<file path="config.mk">
export PLATFORM = sky130hd
export DESIGN_NAME = cmd_word_assembler
export DESIGN_NICKNAME = d
export VERILOG_FILES = /design/src/rtl/cmd_word_assembler.sv
export SDC_FILE = /design/constraint.sdc
export NUM_CORES = 1
export LEC_CHECK = 0
export BUFFER_PORTS_ARGS = -buffer_cell sky130_fd_sc_hd__buf_4
export CORE_ASPECT_RATIO = 0.8
export CORE_MARGIN = 4
export CORE_UTILIZATION = 60
export CTS_CLUSTER_SIZE = 30
export DETAILED_ROUTE_END_ITERATION = 7
export PLACE_DENSITY_LB_ADDON = 0.1
export SLEW_MARGIN = 20
export SYNTH_ARGS = -nofsm -noshare
export SYNTH_HDL_FRONTEND = slang
export SYNTH_SLANG_ARGS = --single-unit
</file>
<file path="constraint.sdc">
create_clock -name clk -period 7.61 [get_ports clk]
set_input_delay 1.522 -clock clk [delete_from_list [all_inputs] [get_ports clk]]
set_output_delay 1.522 -clock clk [all_outputs]
set_load 0.005 [all_outputs]
</file>
<file path="src/rtl/cmd_word_assembler.sv">
// Byte-stream to command-word assembler with an output FIFO and inter-byte timeout resync.
// Optional per-frame checksum byte verification: define CMD_ASM_CHKSUM_EN.
module cmd_word_assembler #(
    parameter int unsigned WORD_W      = 16,
    parameter int unsigned DEPTH       = 4,
    parameter int unsigned TIMEOUT_CYC = 1000,
    parameter int unsigned CNT_W       = 8
) (
    input  logic                     clk,
    input  logic                     rst,
    input  logic [7:0]               rx_data,
    input  logic                     rx_valid,
    output logic                     rx_ready,
    output logic [WORD_W-1:0]        word_out,
    output logic                     word_valid,
    input  logic                     word_ready,
    output logic [$clog2(DEPTH):0]   fifo_level,
    output logic                     sync_err,
    output logic [CNT_W-1:0]         err_cnt
);

    localparam int unsigned NB = WORD_W / 8;
`ifdef CMD_ASM_CHKSUM_EN
    localparam int unsigned FL = NB + 1;
`else
    localparam int unsigned FL = NB;
`endif
    localparam int unsigned IDX_W  = (FL > 1) ? $clog2(FL) : 1;
    localparam int unsigned PTR_W  = $clog2(DEPTH);
    localparam int unsigned LVL_W  = PTR_W + 1;
    localparam int unsigned IDLE_W = (TIMEOUT_CYC > 0) ? $clog2(TIMEOUT_CYC + 1) : 1;

    logic [IDX_W-1:0]  idx_q, idx_d;
    logic [WORD_W-1:0] sh_q, sh_d;
    logic [IDLE_W-1:0] idle_q, idle_d;
    logic [WORD_W-1:0] mem_q [DEPTH];
    logic [WORD_W-1:0] mem_d [DEPTH];
    logic [PTR_W-1:0]  wr_ptr_q, wr_ptr_d;
    logic [PTR_W-1:0]  rd_ptr_q, rd_ptr_d;
    logic [LVL_W-1:0]  lvl_q, lvl_d;
    logic [WORD_W-1:0] word_out_q, word_out_d;
    logic              word_valid_q, word_valid_d;
    logic              rx_ready_q, rx_ready_d;
    logic              sync_err_q, sync_err_d;
    logic [CNT_W-1:0]  err_cnt_q, err_cnt_d;
`ifdef CMD_ASM_CHKSUM_EN
    logic [7:0]        sum_q, sum_d;
`endif

    logic              accept;
    logic              pop;
    logic              timeout;
    logic              push;
    logic [WORD_W-1:0] push_word;

    // Frame assembly, timeout resync, FIFO bookkeeping and next-cycle output values
    always_comb begin
        idx_d      = idx_q;
        sh_d       = sh_q;
        idle_d     = idle_q;
        mem_d      = mem_q;
        wr_ptr_d   = wr_ptr_q;
        rd_ptr_d   = rd_ptr_q;
        sync_err_d = 1'b0;
        err_cnt_d  = err_cnt_q;
        push       = 1'b0;
        push_word  = '0;
`ifdef CMD_ASM_CHKSUM_EN
        sum_d      = sum_q;
`endif

        accept  = rx_valid & rx_ready_q;
        pop     = word_valid_q & word_ready;
        timeout = (TIMEOUT_CYC != 0) && (idx_q != '0) && (idle_q == IDLE_W'(TIMEOUT_CYC));

        if (timeout) begin
            idx_d      = '0;
            sh_d       = '0;
            idle_d     = '0;
            sync_err_d = 1'b1;
`ifdef CMD_ASM_CHKSUM_EN
            sum_d      = '0;
`endif
        end else if (idx_q == '0) begin
            idle_d = '0;
        end else if (!accept) begin
            idle_d = idle_q + IDLE_W'(1);
        end

        // A byte taken in the timeout cycle starts a fresh frame, hence idx_d/sh_d here
        if (accept) begin
            idle_d = '0;
            if (idx_d == IDX_W'(FL - 1)) begin
                idx_d = '0;
`ifdef CMD_ASM_CHKSUM_EN
                if (rx_data == sum_d) begin
                    push      = 1'b1;
                    push_word = sh_d;
                end else if (err_cnt_q != {CNT_W{1'b1}}) begin
                    err_cnt_d = err_cnt_q + CNT_W'(1);
                end
                sum_d = '0;
`else
                push      = 1'b1;
                push_word = (sh_d << 8) | WORD_W'(rx_data);
`endif
                sh_d  = '0;
            end else begin
                idx_d = idx_d + IDX_W'(1);
                sh_d  = (sh_d << 8) | WORD_W'(rx_data);
`ifdef CMD_ASM_CHKSUM_EN
                sum_d = sum_d + rx_data;
`endif
            end
        end

        if (pop) begin
            rd_ptr_d = rd_ptr_q + PTR_W'(1);
        end
        if (push) begin
            mem_d[wr_ptr_q] = push_word;
            wr_ptr_d        = wr_ptr_q + PTR_W'(1);
        end
        lvl_d = lvl_q + LVL_W'(push) - LVL_W'(pop);

        word_valid_d = (lvl_d != '0);
        word_out_d   = word_valid_d ? mem_d[rd_ptr_d] : '0;
        // Only the frame-closing byte needs FIFO space
        rx_ready_d   = !((idx_d == IDX_W'(FL - 1)) && (lvl_d == LVL_W'(DEPTH)));
    end

    always_ff @(posedge clk or negedge rst) begin
        if (!rst) begin
            idx_q        <= '0;
            sh_q         <= '0;
            idle_q       <= '0;
            for (int i = 0; i < int'(DEPTH); i++) begin
                mem_q[i] <= '0;
            end
            wr_ptr_q     <= '0;
            rd_ptr_q     <= '0;
            lvl_q        <= '0;
            word_out_q   <= '0;
            word_valid_q <= 1'b0;
            rx_ready_q   <= 1'b1;
            sync_err_q   <= 1'b0;
            err_cnt_q    <= '0;
`ifdef CMD_ASM_CHKSUM_EN
            sum_q        <= '0;
`endif
        end else begin
            idx_q        <= idx_d;
            sh_q         <= sh_d;
            idle_q       <= idle_d;
            mem_q        <= mem_d;
            wr_ptr_q     <= wr_ptr_d;
            rd_ptr_q     <= rd_ptr_d;
            lvl_q        <= lvl_d;
            word_out_q   <= word_out_d;
            word_valid_q <= word_valid_d;
            rx_ready_q   <= rx_ready_d;
            sync_err_q   <= sync_err_d;
            err_cnt_q    <= err_cnt_d;
`ifdef CMD_ASM_CHKSUM_EN
            sum_q        <= sum_d;
`endif
        end
    end

    assign rx_ready   = rx_ready_q;
    assign word_out   = word_out_q;
    assign word_valid = word_valid_q;
    assign fifo_level = lvl_q;
    assign sync_err   = sync_err_q;
    assign err_cnt    = err_cnt_q;

endmodule

</file>
After elaboration in Yosys (flattened, before gate mapping)

Cells that the tools add are included.

Memory bits (writable): 0
Memory bits (read-only): 0
Bits in latches: 0
Register bits: 109
Memories kept: 0
Output and inout port bits: 30

$lt $le $gt $ge: 3
Divide/modulo/power cells: 0
Shifts and indexed selects: 0
Muxes and demuxes: 23
Multiply operators: 0
Add/sub/neg operators: 6
Reduce and logical (&&, ||, !) cells: 5
Equal/unequal tests: 2
Bitwise logic cells: 5

Operator list:

| operator                | number |
|---|---|
| $mux W16                | 6 |
| $bwmux W64              | 1 |
| $mux W64                | 1 |
| $bmux W16 S2            | 1 |
| $demux W16 S2           | 1 |
| $mux W10                | 3 |
| $mux W8                 | 3 |
| $or A16 B8 Y16          | 1 |
| $add A10 B1 Y10 const B | 1 |
| $eq A10 B10 Y1 const B  | 1 |
| $ge A3 B3 Y1 const B    | 2 |
| $mux W1                 | 6 |
| $not A2 Y3              | 2 |
| $add A2 B1 Y2 const B   | 2 |
| $add A3 B1 Y3           | 1 |
| $eq A3 B3 Y1 const B    | 1 |
| $logic_and A1 B1 Y1     | 3 |
| $lt A3 B1 Y1 const B    | 1 |
| $reduce_bool A3 Y1      | 1 |
| $sub A3 B1 Y3           | 1 |
| $and A1 B1 Y1           | 2 |
| $mux W2                 | 1 |
| $add A1 B1 Y1 const B   | 1 |
| $logic_not A1 Y1        | 1 |

Depth between registers and ports, before layout

Gate-level depths: netlist of the first run.

Depth in word-level cells: 12
Depth in mapped cells: 20

Worst setup path after synthesis of the first run

Ideal clock, no wire load.

Path type: in2reg
From: input port rx_valid
To: register word_out_q[13] (netlist: word_out[13])
Setup slack: 3,011 ps
Stages on the path: 16
Setup time: 86 ps
Arrival: 4,514 ps
Cells stage by stage: nand2_1 > inv_1 > clkbuf_1 > ha_1 > buf_2 > inv_1 > ha_1 > inv_1 > ha_1 > fa_1 > xnor3_1 > nor3_2 > a211oi_2 > buf_2 > o311ai_0 > a32oi_1

Elaborated cells between the ends (all ways): 12

RTL lines:

| item                 | RTL line | RTL |
|---|---|---|
| from (decl)          | 12       | `input logic rx_valid,` |
| $and A1 B1 Y1        | 72       | `accept = rx_valid & rx_ready_q;` |
| $mux W1              | 91       | `if (accept) begin` |
| net push             | 53       | `logic push;` |
| $add A3 B1 Y3        | 124      | `lvl_d = lvl_q + LVL_W'(push) - LVL_W'(pop);` |
| $sub A3 B1 Y3        | 124      |  |
| net lvl_d[2]         | 40       | `logic [LVL_W-1:0] lvl_q, lvl_d;` |
| $reduce_bool A3 Y1   | 126      | `word_valid_d = (lvl_d != '0);` |
| $mux W16             | 127      | `word_out_d = word_valid_d ? mem_d[rd_ptr_d] : '0;` |
| net word_out_d[13]   | 41       | `logic [WORD_W-1:0] word_out_q, word_out_d;` |
| to (signal assigned) | 159      | `word_out_q <= word_out_d;` |
| to (decl)            | 41       |  |

The timed path passes the listed nets, and every way through them passes these cells. The select of a mux whose other input is x is not followed.
A chain may end at the register's enable or synchronous reset.

Worst setup path after layout of the first run

From: input port rx_valid
To: register word_out_q[2] (netlist: word_out[2])

The elaborated chain is that of the path after synthesis.

==> results.toml, run 1 <==
[placement]
gp_congestion = 0.8239
port_buffers = 33
placed_cells = 668
postPlaceCellArea_mm2 = 0.005729
dp_hpwl_mm = 8.193

[global_route]
overflow = 0
gr-max-usage-layer = "met2"
grt_max_degree = 66
use_met1_pct = 36.82
met3_usage_pct = 6.890
antenna_found_initial = 0
track_usage_pct = 26.41
met2_usage_pct = 41.38
grt_pass1_vias = 4234
grt_pass1_wl_mm = 21.83

[finish]
layout.nets = 586
fin_area_mm2 = 0.006057
drive_gt1_share_pct = 13.36
layout_common_cells = "nand2_1 (135), dfrtp_1 (108), o21ai_0 (48)"
syn2layout_area_growth_pct = 9.475
final_common_cell = "nand2_1"
instances_no_fill = 684
diodes = 0

[clock_tree]
cts_buffers = 9
cts_resized = 0
insertion_delay_ns = 0.36
hold_buffers = 0
cts_setup_buffers = 0
cts_root_buf = "clkbuf_16"
h-tree-depth = 3
tritoncts = "built"
clk_path_buf_depth = 2
cts.sinks = 109
path_clk_slew_ns = 0.07

[critical_path]
slowest_delay_ns = 0.62
cp_max_fo = 16
end_kind = "register"
slowest_stage = "nor2_2"
crit_path_start_kind = "input port"
critPathTopFamily = "adder cells"
worstSetupPathType = "input port to register"
cp.arrival_ns = 5.39
cp_num_buf_inv = 4
crit_required_ns = 7.88
path_cells = "buf_4, nand2_1, inv_1, ha_1, inv_1, ha_1, inv_1, ha_1, fa_1, xnor3_1, nor3_2, nor2_2, o311ai_0, a32oi_1"

[floorplanning]
die_w_um = 115.4
coreArea_mm2 = 0.009037
die_area_mm2 = 0.01083
placementRows = 31
die_h_um = 93.89
io_pins = 42
initial_utilization_pct = 61.22

[route]
avgRoutedWirePerCell_um = 19.48
remaining_drc_errors = 0
num_vias = 4352
drt_iter0_markers = 408
drtAntennaViolNets = 0
viasPerCell = 6.363
dr.pass1.iters = 5
wirelength_mm = 13.32

[timing]
min_period_over_period_pct = 67.31
fin_setup_tns_ns = 0
period_minus_slack_ns = 5.122
relSlewSlack_pct = 27.50
hold_viol = 0
slew_violations = 0
fmax_mhz = 195.2
setup_violations = 0
rsz0062_at_grt = "no"
worstMarginPinSlew_ns = 1.085
clock_skew_ns = 0.01234

[yosys]
ys.flop_type = "dfrtp_1"
synth-seq-area-share_pct = 49.32
syn_inst = 559
synth.distinct_cells = 43
synth-edff-count = 0
avgSynthCellArea_um2 = 9.898
ys_async_sr_fraction_pct = 100.0
synth_warnings = 0
ys_seq_elements = 109
synthesis.area_mm2 = 0.005533

[outcome]
status = "completed"

[power]
finalPower_mw = 2.429
p_leak_nw = 2.607
ir_drop_uv = 449.1
powerDensity_mw_per_mm2 = 400.9

[run]
cap_violations = 0

[min_path]
holdCritPathClass = "register to register"
[cell type report]
class / instances / area [um2]
multi-input cells: 392 / 2524
clock buffers: 12 / 246.5
well taps: 115 / 143.9
inverters: 13 / 48.80
fillers: 715 / 2980
flip-flops and latches: 109 / 2729
repair buffers: 39 / 292.8
clock inverters: 4 / 72.57
[synth_stat cells, drive strengths merged (2+ instances only)]
library cell  number  area, um2
and2               6      37.54
nand3b             2      15.01
or3               15      93.84
and3               4      30.03
xnor2              6      52.55
ha                 9      112.6
o21ai             49      245.2
clkbuf            31      116.4
xor2               5      43.79
nor3               2      15.01
a21oi              9      45.04
o31ai             15      112.6
nand2            137      514.2
o311ai            60      638.1
inv               12      45.04
a32oi             16      140.1
buf               21      150.2
nor2              17      63.81
dfrtp            108       2703
nand3              8      40.04
mux2i             15      150.1
[metal layers]
metal | vias up | share of wire (%) | wire [um]
met5 | - | 0 | 0
met1 | 2155 | 45 | 5945
met3 | 12 | 6.8 | 902
met4 | 0 | 1.1 | 148
li1 | 2033 | - | -
met2 | 152 | 47 | 6327
[cell families (layout without fill, tap and decap cells)]
logic type | after synthesis | in the layout | synth area share (%)
compound gates | 154 | 154 | 22.57
xor+xnor | 12 | 12 | 2.148
fa+ha+maj | 10 | 10 | 2.397
buf+inv | 65 | 68 | 5.699
flops | 109 | 109 | 49.32
mux | 15 | 15 | 2.714
other cells | 1 | 8 | 0.06778
simple gates | 193 | 193 | 15.08
[worst min-delay path, delay by kind of cell, from the launching register on]
| family | cells | cell delay, ns |
|---|---|---|
| DFF | 1 | 0.33 |
| and+or+nand+nor | 1 | 0.06 |
| AOI/OAI and AO/OA | 1 | 0.06 |
[through the flow]
step	worst slack, ns	hold WS (ns)	utilization, %
6_report	2.488	0.4767	67.02
5_1_grt	2.178	0.4989	67.02
4_1_cts	2.220	0.4796	66.93
3_5_place_dp	1.885	0.4642	63.39
3_3_place_gp	2.040	0.4505	63.39
2_1_floorplan	3.011	0.4325	-
[sequential cells by signal (all words and copies together), names as in the netlist, 2 cells and up]
name and count:
wr_ptr_q 2, mem_q 64, word_out 16, sh_q 8, rd_ptr_q 2, fifo_level 3, idle_q 10
[power by group]
part / switching [mW] / leakage (nW) / internal, mW
Sequential: 0.119 / 1.46 / 0.772
Combinational: 0.651 / 0.991 / 0.379
Clock: 0.210 / 0.153 / 0.297
[final timing paths]
kind	from	to	slack [ns]	cells past startpoint
setup / recovery	rx_valid	word_out[2]	2.49	14
min in group asynchronous	rst	fifo_level[1]	1.16	1
max in group asynchronous	rst	mem_q[59]	5.21	2
hold reg to reg	mem_q[0]	mem_q[0]	0.48	2
setup reg to reg	idle_q[0]	word_out[2]	2.94	16
hold / removal	mem_q[0]	mem_q[0]	0.48	2
(Power assumes the default switching activity.)
==> inputs of run 2 (changes only) <==
==> constraint.sdc (replaced) <==
create_clock -name clk -period 5 [get_ports clk]
set_input_delay 1 -clock clk [delete_from_list [all_inputs] [get_ports clk]]
set_output_delay 1 -clock clk [all_outputs]
set_load 0.005 [all_outputs]
==> run 2 against run 1 <==
  * Cell count rose by 0.29%
  * Global-route usage fell by 0.39 points
  * Largest cell class unchanged
  * Setup slack got worse by 1.8 ns
  * Final area fell by 0.33%
  * Highest routed layer unchanged
==> results.toml, run 2 (same netlist as run 1, synthesis figures left out) <==
[critical_path]
end_kind = "register"
endpoint = "word_out[12]"
crit_start = "idle_q[0]"
ff2ff_setup_slack_ns = 0.67
worstSetupPathType = "register to register"
crit_required_ns = 5.25
rr_worst_depth = 17
cp_max_fo = 33
cp.arrival_ns = 4.58
timing.rr.end = "word_out[12]"
crit_path_start_kind = "register"
regToRegStartpoint = "idle_q[0]"

[timing]
rsz0062_at_grt = "no"
min_period_over_period_pct = 86.63
period_minus_slack_ns = 4.331
fmax_mhz = 230.9
slew_violations = 0
worstMarginPinSlew_ns = 1.039
setup_violations = 0
hold_viol = 0
fin_setup_tns_ns = 0
relSlewSlack_pct = 30.54
clock_skew_ns = 0.005782

[global_route]
grt_pass1_wl_mm = 21.70
grt_max_degree = 80
track_usage_pct = 26.02
grt_pass1_vias = 4252
overflow = 0
antenna_found_initial = 0

[floorplanning]
die_w_um = 115.4
placementRows = 31
initial_utilization_pct = 61.22
die_h_um = 93.89
die_area_mm2 = 0.01083
io_pins = 42
coreArea_mm2 = 0.009037

[placement]
port_buffers = 33
gp_congestion = 0.8128
postPlaceCellArea_mm2 = 0.005744
dp_hpwl_mm = 8.314

[route]
avgRoutedWirePerCell_um = 19.11
wirelength_mm = 13.11
drtAntennaViolNets = 0
num_vias = 4330
dr.pass1.iters = 5
viasPerCell = 6.312
drt_iter0_markers = 337
remaining_drc_errors = 0

[clock_tree]
cts_root_buf = "clkbuf_16"
tritoncts = "built"
insertion_delay_ns = 0.34
cts.sinks = 109
cts_setup_buffers = 0
path_clk_slew_ns = 0.07
cts_buffers = 9
clk_path_buf_depth = 2
cts_resized = 0
h-tree-depth = 3
hold_buffers = 0

[run]
cap_violations = 0

[outcome]
status = "completed"

[power]
ir_drop_uv = 534.5
powerDensity_mw_per_mm2 = 598.4
finalPower_mw = 3.612
p_leak_nw = 2.605

[finish]
largest_reg_flops = 64
fin_area_mm2 = 0.006037
layout.nets = 588
syn2layout_area_growth_pct = 9.114
drive_gt1_share_pct = 13.31
final_common_cell = "nand2_1"
largest-register = "mem_q"
diodes = 0
layout_common_cells = "nand2_1 (135), dfrtp_1 (108), o21ai_0 (48)"

[min_path]
holdCritPathClass = "register to register"
run 2: changes by cell type in the layout (fill, tap and decap cells not counted), sizes merged:
cell and delta:
clkbuf +3, bufinv -2, buf +2, clkinvlp -1
run 2: worst min-delay path by stage:
stage / slack [ns] / startpoint / end / cells after the start
CTS: 0.48 / mem_q[15] / mem_q[15] / 2
global placement: 0.45 / mem_q[62] / mem_q[62] / 2
finish: 0.48 / mem_q[15] / mem_q[15] / 2
global route: 0.51 / mem_q[13] / mem_q[13] / 2
detailed placement: 0.47 / mem_q[13] / mem_q[13] / 2
floorplan: 0.43 / mem_q[62] / mem_q[62] / 2
run 2: final cells by class:
cell class                 instances  area [um2]
fill                             730        3000
sequential                       109        2729
multi-input combinational        392        2521
timing repair buffer              41       311.5
clock buffer                      15       277.8
tap                              115       143.9
inverter                          13       48.80
clock inverter                     1       5.005
run 2: routing by layer:
metal	share of wire, %	up-vias	wire length (um)	global-route usage (%)
li1	-	2036	-	-
met1	46	2155	6032	36.48
met2	47	118	6178	40.51
met3	5.4	21	714	6.117
met4	1.4	0	187	7.625
met5	0	-	0	0
run 2: power by group:
group | internal [mW] | switching (mW) | total [mW]
clock network | 0.379 | 0.298 | 0.677
logic | 0.588 | 0.991 | 1.58
registers | 1.18 | 0.181 | 1.36
total | 2.14 | 1.47 | 3.61
run 2: worst max-delay path, cell delays in order, from the launching register on:
cell,delay (ns)
dfrtp_1,0.40
inv_1,0.08
ha_1,0.20
and4bb_4,0.20
and3_4,0.32
nor2_1,0.22
ha_1,0.42
inv_1,0.09
ha_1,0.30
inv_1,0.04
ha_1,0.18
fa_1,0.36
xnor3_1,0.45
nor3_2,0.09
nor2_1,0.11
buf_4,0.33
o311ai_0,0.21
a32oi_1,0.22
run 2: stage by stage:
stage	util, %	std cells	setup WS (ns)	hold slack [ns]
3_3_place_gp	63.56	670	0.8617	0.4518
5_1_grt	66.80	686	0.2631	0.5062
3_5_place_dp	63.56	670	0.7264	0.4661
2_1_floorplan	-	566	0.9227	0.4325
4_1_cts	66.69	686	0.6962	0.4821
6_report	66.80	686	0.6687	0.4783
